[config.mk]
export PLATFORM = sky130hd
export DESIGN_NAME = seq_deser_8b_valrdy_flat
export DESIGN_NICKNAME = d
export VERILOG_FILES = /design/src/rtl/seq_deser_8b_valrdy_if.sv /design/src/rtl/seq_deser_8b_valrdy.sv /design/src/flat_wrapper.sv
export SDC_FILE = /design/constraint.sdc
export NUM_CORES = 1
export LEC_CHECK = 0
export ABC_AREA = 0
export BUFFER_PORTS_ARGS = -buffer_cell sky130_fd_sc_hd__buf_2
export CORE_MARGIN = 1
export CORE_UTILIZATION = 55
export DETAILED_ROUTE_END_ITERATION = 6
export PLACE_DENSITY_LB_ADDON = 0.15
export SYNTH_ARGS = -nofsm -noshare
export SYNTH_HDL_FRONTEND = slang
export SYNTH_SLANG_ARGS = --single-unit
export TNS_END_PERCENT = 30
[constraint.sdc]
create_clock -name clk -period 2 [get_ports clk]
set_input_delay 0.2 -clock clk [delete_from_list [all_inputs] [get_ports clk]]
set_output_delay 0.2 -clock clk [all_outputs]
set_load 0.005 [all_outputs]
[src/rtl/seq_deser_8b_valrdy_if.sv]
// Handshake bundle for seq_deser_8b_valrdy: serial bit input side and parallel word output side.
interface seq_deser_8b_valrdy_if;
    logic       in_val;
    logic       in_rdy;
    logic       sin;
    logic       out_val;
    logic       out_rdy;
    logic [7:0] out_data;

    modport master (
        output in_val,
        output sin,
        output out_rdy,
        input  in_rdy,
        input  out_val,
        input  out_data
    );

    modport slave (
        input  in_val,
        input  sin,
        input  out_rdy,
        output in_rdy,
        output out_val,
        output out_data
    );
endinterface

[src/rtl/seq_deser_8b_valrdy.sv]
// Serial-to-parallel 8-bit deserializer with valid/ready on both sides.
// Define SEQ_DESER_8B_VALRDY_LSB_FIRST_EN for LSB-first bit order (default MSB-first).
module seq_deser_8b_valrdy (
    input  logic                        clk,
    input  logic                        reset,
    seq_deser_8b_valrdy_if.slave        bus
);

    typedef enum logic {
        ST_EMPTY = 1'b0,
        ST_FULL  = 1'b1
    } state_t;

    state_t     r_state;
    logic [7:0] r_sreg;
    logic [2:0] r_cnt;
    logic [7:0] r_buf;

    logic       w_last_bit;
    logic       w_in_rdy;
    logic       w_in_xfer;
    logic       w_done;
    logic [7:0] w_sreg_next;

    assign w_last_bit = (r_cnt == 3'd7);
    // Only a completing bit can be stalled, and only while the buffer cannot drain.
    assign w_in_rdy   = !(w_last_bit && (r_state == ST_FULL) && !bus.out_rdy);
    assign w_in_xfer  = bus.in_val && w_in_rdy;
    assign w_done     = w_in_xfer && w_last_bit;

`ifdef SEQ_DESER_8B_VALRDY_LSB_FIRST_EN
    assign w_sreg_next = {bus.sin, r_sreg[7:1]};
`else
    assign w_sreg_next = {r_sreg[6:0], bus.sin};
`endif

    always_ff @(posedge clk) begin
        if (reset) begin
            r_state <= ST_EMPTY;
            r_sreg  <= 8'd0;
            r_cnt   <= 3'd0;
            r_buf   <= 8'd0;
        end else begin
            if (w_in_xfer) begin
                r_sreg <= w_sreg_next;
                r_cnt  <= r_cnt + 3'd1;
            end
            case (r_state)
                ST_EMPTY: begin
                    if (w_done) begin
                        r_buf   <= w_sreg_next;
                        r_state <= ST_FULL;
                    end
                end
                ST_FULL: begin
                    // A completion here implies out_rdy=1, so the old word is consumed this edge.
                    if (w_done) begin
                        r_buf   <= w_sreg_next;
                        r_state <= ST_FULL;
                    end else if (bus.out_rdy) begin
                        r_state <= ST_EMPTY;
                    end
                end
                default: r_state <= ST_EMPTY;
            endcase
        end
    end

    assign bus.in_rdy   = w_in_rdy;
    assign bus.out_val  = (r_state == ST_FULL);
    assign bus.out_data = r_buf;

endmodule

[src/flat_wrapper.sv]
// flat-port wrapper written by rule: the top's interface ports become plain ports
module seq_deser_8b_valrdy_flat 
  (clk, reset, bus_in_val, bus_sin, bus_out_rdy, bus_in_rdy, bus_out_val, bus_out_data);
  seq_deser_8b_valrdy_if bus_i ();
  input  logic clk;
  input  logic reset;
  input wire logic [$bits(bus_i.in_val)-1:0] bus_in_val;
  input wire logic [$bits(bus_i.sin)-1:0] bus_sin;
  input wire logic [$bits(bus_i.out_rdy)-1:0] bus_out_rdy;
  output wire logic [$bits(bus_i.in_rdy)-1:0] bus_in_rdy;
  output wire logic [$bits(bus_i.out_val)-1:0] bus_out_val;
  output wire logic [$bits(bus_i.out_data)-1:0] bus_out_data;
  assign bus_i.in_val = bus_in_val;
  assign bus_i.sin = bus_sin;
  assign bus_i.out_rdy = bus_out_rdy;
  assign bus_in_rdy = bus_i.in_rdy;
  assign bus_out_val = bus_i.out_val;
  assign bus_out_data = bus_i.out_data;
  seq_deser_8b_valrdy u_core (.clk(clk), .reset(reset), .bus(bus_i));
endmodule
-- Word-level counts from Yosys, hierarchy flattened
Cells that the tools add are included.
- muxes and demuxes: 5
- add/subtract/negate cells: 1
- bitwise logic cells: 1
- equal/unequal tests: 1
- reductions and logical operators: 6
- operator list (operator ; number):
    8-bit two-way mux ; 1
    1-bit logical AND ; 4
    3-bit by 1-bit adder with 3-bit output (second input constant) ; 1
    3-bit equality test (second input constant) ; 1
    1-bit two-way mux ; 3
    1-bit zero test ; 2
    1-bit one-hot mux with 2 select lines ; 1
    1-bit inverter ; 1
- register bits after elaboration: 19

-- Logic depth before layout (Yosys ltp)
- word-level depth: 8
- gate-level depth with buffers: 6
- depth with buffers taken out: 5

-- Least setup slack after synthesis
OpenSTA, ideal clock, no wires.
- kind: flip-flop to flip-flop
- from: register u_core.r_cnt[0]
- to: register u_core.r_cnt[0]
- buffers on the path: 1
- arrival: 1.288 ns
- required time: 1.879 ns
- path slack: 0.591 ns
- cell stages (with the launch flop): 6
- clock period less this slack: 1.409 ns
- cells stage by stage: dfxtp_1 ha_1 ha_1 a21boi_2 buf_6 mux2_4
- longest elaborated chain between the ends: 5
- ends and longest elaborated chain (item ; line ; RTL):
    start, declared ; seq_deser_8b_valrdy.sv:16 ; logic [2:0] r_cnt;
    start signal, assigned ; seq_deser_8b_valrdy.sv:46 ; r_cnt <= r_cnt + 3'd1;
    3-bit equality test ; seq_deser_8b_valrdy.sv:25 ; assign w_last_bit = (r_cnt == 3'd7);
    1-bit logical AND (2 in series) ; seq_deser_8b_valrdy.sv:27 ; assign w_in_rdy = !(w_last_bit && (r_state == ST_FULL) && !bus.out_rdy);
    1-bit zero test ; seq_deser_8b_valrdy.sv:27 ;
    1-bit logical AND ; seq_deser_8b_valrdy.sv:28 ; assign w_in_xfer = bus.in_val && w_in_rdy;
Several ways; a longest one is shown, not always the timed one.
A chain may end at the register's enable or synchronous reset.

-- Final worst setup path
- from: register u_core.r_cnt[0]
- to: register u_core.r_cnt[1]
Same word-level chain as after synthesis.

==> results.sh <==
export IMPL_synth_edf_count=0
export IMPL_yosysMostFrequentCell="dfxtp_1"
export IMPL_cp_max_fo=6
export IMPL_sequentialPowerShare=0.631
export IMPL_rsz0062_at_grt="false"
export IMPL_rr_endpoint="u_core.r_cnt[1]$_SDFFE_PP0P_"
export IMPL_syn_area_um2=807.0
export IMPL_path_cells="ha_1, ha_1, a21boi_2, buf_4, mux2i_1"
export IMPL_hold_viol_final=0
export IMPL_fillerInstances=120
export IMPL_maxCapViolCount=0
export IMPL_synthCells=82
export IMPL_switching_share=0.2227
export IMPL_antenna_cells=0
export IMPL_combPwrFrac=0.061
export IMPL_cpMaxStageDelayCell="a21boi_2"
export IMPL_hold_end="u_core.r_sreg[0]$_SDFFE_PP0P_"
export IMPL_synthDistinctLibCells=19
export IMPL_holdPathStages=3
export IMPL_firstDrtPassIters=4
export IMPL_max_freq_mhz=618.4
export IMPL_ctsHoldBuffers=0
export IMPL_vias=560
export IMPL_first_iter_violations=5
export IMPL_ys_flop_type="dfxtp_1"
export IMPL_multi_input_area_um2=386.6
export IMPL_critPathKind="reg2reg"
export IMPL_rrSetupSlack_ps=380
export IMPL_crit_arrival_ps=1850
export IMPL_synth_area_leaders="dfxtp_1 47%, mux2i_1 11%, nand2b_1 9.3%, a21oi_1 5.6%, nand3_1 5.0%"
export IMPL_viasPerCell=5.091
export IMPL_min_path_type="in2reg"
export IMPL_reg2reg_depth=5
export IMPL_area_growth_syn_to_layout_pct=10.39
export IMPL_ctsHtreeMaxLevel=1
export IMPL_p_clk_frac=0.308
export IMPL_yosysWarnings=0
export IMPL_port_buffers=14
export IMPL_ys_seq_area_frac=0.4713
export IMPL_dieArea_um2=1624
export IMPL_netlist_area_leader_share=0.4713
export IMPL_synth_seq_cells=19
export IMPL_endpoint_kind="flop"
export IMPL_hold_path_startpoint="bus_sin"
export IMPL_powerDensity_nw_per_um2=692.0
export IMPL_cts_tree="yes"
export IMPL_ir_drop_v=0.0003621
export IMPL_slew_viol_final=0
export IMPL_utilization=0.6679
export IMPL_wl_per_cell_um=11.61
export IMPL_hold_slack_ps=168.5
export IMPL_nets=103
export IMPL_antenna_found_initial=0
export IMPL_grt_use_met3=0.06667
export IMPL_setup_viol=0
export IMPL_fin_crit_ps=1617
export IMPL_clockBufferDepth=2
export IMPL_yosysTopAreaCell="dfxtp_1"
export IMPL_num_rows=13
export IMPL_tightest_slew_ps=404.8
export IMPL_coreArea_um2=1334
export IMPL_slowest_delay_ps=370
export IMPL_met1_usage=0.2268
export IMPL_postCtsResizedCells=0
export IMPL_netSwitchingPower_mw=0.1373
export IMPL_cts_setup_buffers=0
export IMPL_cp_required_ps=2230
export IMPL_fin_crit_sh=0.8086
export IMPL_cts_sinks=19
export IMPL_synthTopCellsByCount="19 x dfxtp_1, 12 x nand2b_1, 9 x a21oi_1, 9 x mux2i_1, 8 x nand3_1"
export IMPL_clkLatencyLatePin_ps=290
export IMPL_async_reset_ff_frac=0
export IMPL_dieWidth_um=40.31
export IMPL_ioPinCount=15
export IMPL_outcome="finished clean"
export IMPL_grt_pass1_vias=446
export IMPL_drc=0
export IMPL_final_setup_tns_ps=0
export IMPL_path_common_cell="ha_1"
export IMPL_post_dp_hpwl_um=907.9
export IMPL_slew_headroom=0.7285
export IMPL_routed_wl_um=1277
export IMPL_setup_slack_ps=382.9
export IMPL_start_kind="flop"
export IMPL_fin_skew_ps=1.898
export IMPL_power_internal_mw=0.4792
export IMPL_grt_use_total=0.1877
export IMPL_grt_max_degree=24
export IMPL_cts_made_buffers=3
export IMPL_grt_pass1_wl_um=1904
export IMPL_die_y_um=40.31
export IMPL_syn_num_nets=89
export IMPL_crit_family="adder cells"
export IMPL_clkSlewWorstSetupHoldPaths_ps=100
export IMPL_r2r_start="u_core.r_cnt[0]$_SDFFE_PP0P_"
export IMPL_grt_use_met2=0.2903
export IMPL_final_antenna_net_count=0
export IMPL_dpl_worst_slack_ps=381.9
export IMPL_syn_area_per_cell_um2=9.842
export IMPL_root_buffer="clkbuf_4"
export IMPL_drive_gt1_frac=0.2316
export IMPL_grt_busiest_layer="met2"
export IMPL_gp_congestion=0.7145
export IMPL_initial_core_util=0.6051
export IMPL_regArea_um2=380.4
export IMPL_cp_num_buf_inv=1
export IMPL_p_leak_nw=0.3745
export IMPL_overflow=0
==> metrics by stage <==
stage               std cells  cell area (µm²)  total power, mW
global route              110            890.9           0.6464
finish                    110            890.9           0.6165
CTS                       110            890.9           0.6266
detailed placement        106            863.3           0.4355
floorplan                  82            807.0           0.4262
global placement          106            863.3           0.4350
==> state kept, by name (all words and copies together) (netlist names) <==
signal and count:
u_core.r_cnt 3, u_core.r_sreg 7, u_core.bus.out_data 8, u_core.bus.out_val 1
==> area by class of cell <==
cell class | instances | area share
multi-input combinational | 57 | 0.4340
clock inverter | 1 | 0.005618
timing repair buffer | 15 | 0.08708
sequential | 19 | 0.4270
tap | 15 | 0.02107
clock buffer | 3 | 0.02528
==> tightest hold or removal path, stage by stage <==
cell,delay [ps]
buf_2,110
nand2b_1,60
mux2i_1,60
==> worst max path at each step <==
stage | end | depth (start not counted) | startpoint | slack (ps)
global route | u_core.r_sreg[6]$_SDFFE_PP0P_ | 5 | u_core.r_cnt[0]$_SDFFE_PP0P_ | 280
CTS | u_core.r_cnt[1]$_SDFFE_PP0P_ | 5 | u_core.r_cnt[0]$_SDFFE_PP0P_ | 350
global placement | u_core.r_sreg[4]$_SDFFE_PP0P_ | 5 | u_core.r_cnt[0]$_SDFFE_PP0P_ | 450
floorplan | u_core.r_cnt[0]$_SDFFE_PP0P_ | 5 | u_core.r_cnt[0]$_SDFFE_PP0P_ | 590
detailed placement | u_core.r_cnt[1]$_SDFFE_PP0P_ | 5 | u_core.r_cnt[0]$_SDFFE_PP0P_ | 380
finish | u_core.r_cnt[1]$_SDFFE_PP0P_ | 5 | u_core.r_cnt[0]$_SDFFE_PP0P_ | 380
==> power groups by stage <==
stage	Clock (mW)	Sequential [mW]	Combinational [mW]
global placement	0	0.397	0.0380
finish	0.190	0.389	0.0378
global route	0.215	0.390	0.0412
detailed placement	0	0.398	0.0379
CTS	0.199	0.389	0.0382
floorplan	0	0.396	0.0298
==> routing by layer <==
metal,vias up,part of all wire
met5,-,0
met2,11,0.45
met1,240,0.50
met4,0,0.014
met3,2,0.034
li1,307,-
==> kinds of logic (layout without fill, tap and decap cells) <==
kind of cell / after synthesis / after routing / share of synthesized area
fa+ha+maj: 2 / 2 / 0.03100
mux: 10 / 10 / 0.1302
buf+inv: 6 / 19 / 0.04961
compound gates: 18 / 18 / 0.1194
simple gates: 27 / 27 / 0.1985
flops: 19 / 19 / 0.4713
==> layout by cell type (no fill, tap or decap) <==
cell	n
clkbuf_4	3
o21ai_0	5
nand2_1	2
clkinv_2	1
a21boi_2	1
dfxtp_1	19
mux2i_1	9
ha_1	2
o21ai_1	3
nor2b_4	1
nor2_1	1
mux2_4	1
buf_4	1
or2b_1	1
a21oi_1	9
and2_1	1
nor2b_1	1
nand2b_1	12
buf_2	14
nand3_1	8
Note: power is estimated with default switching activity, not from simulation.
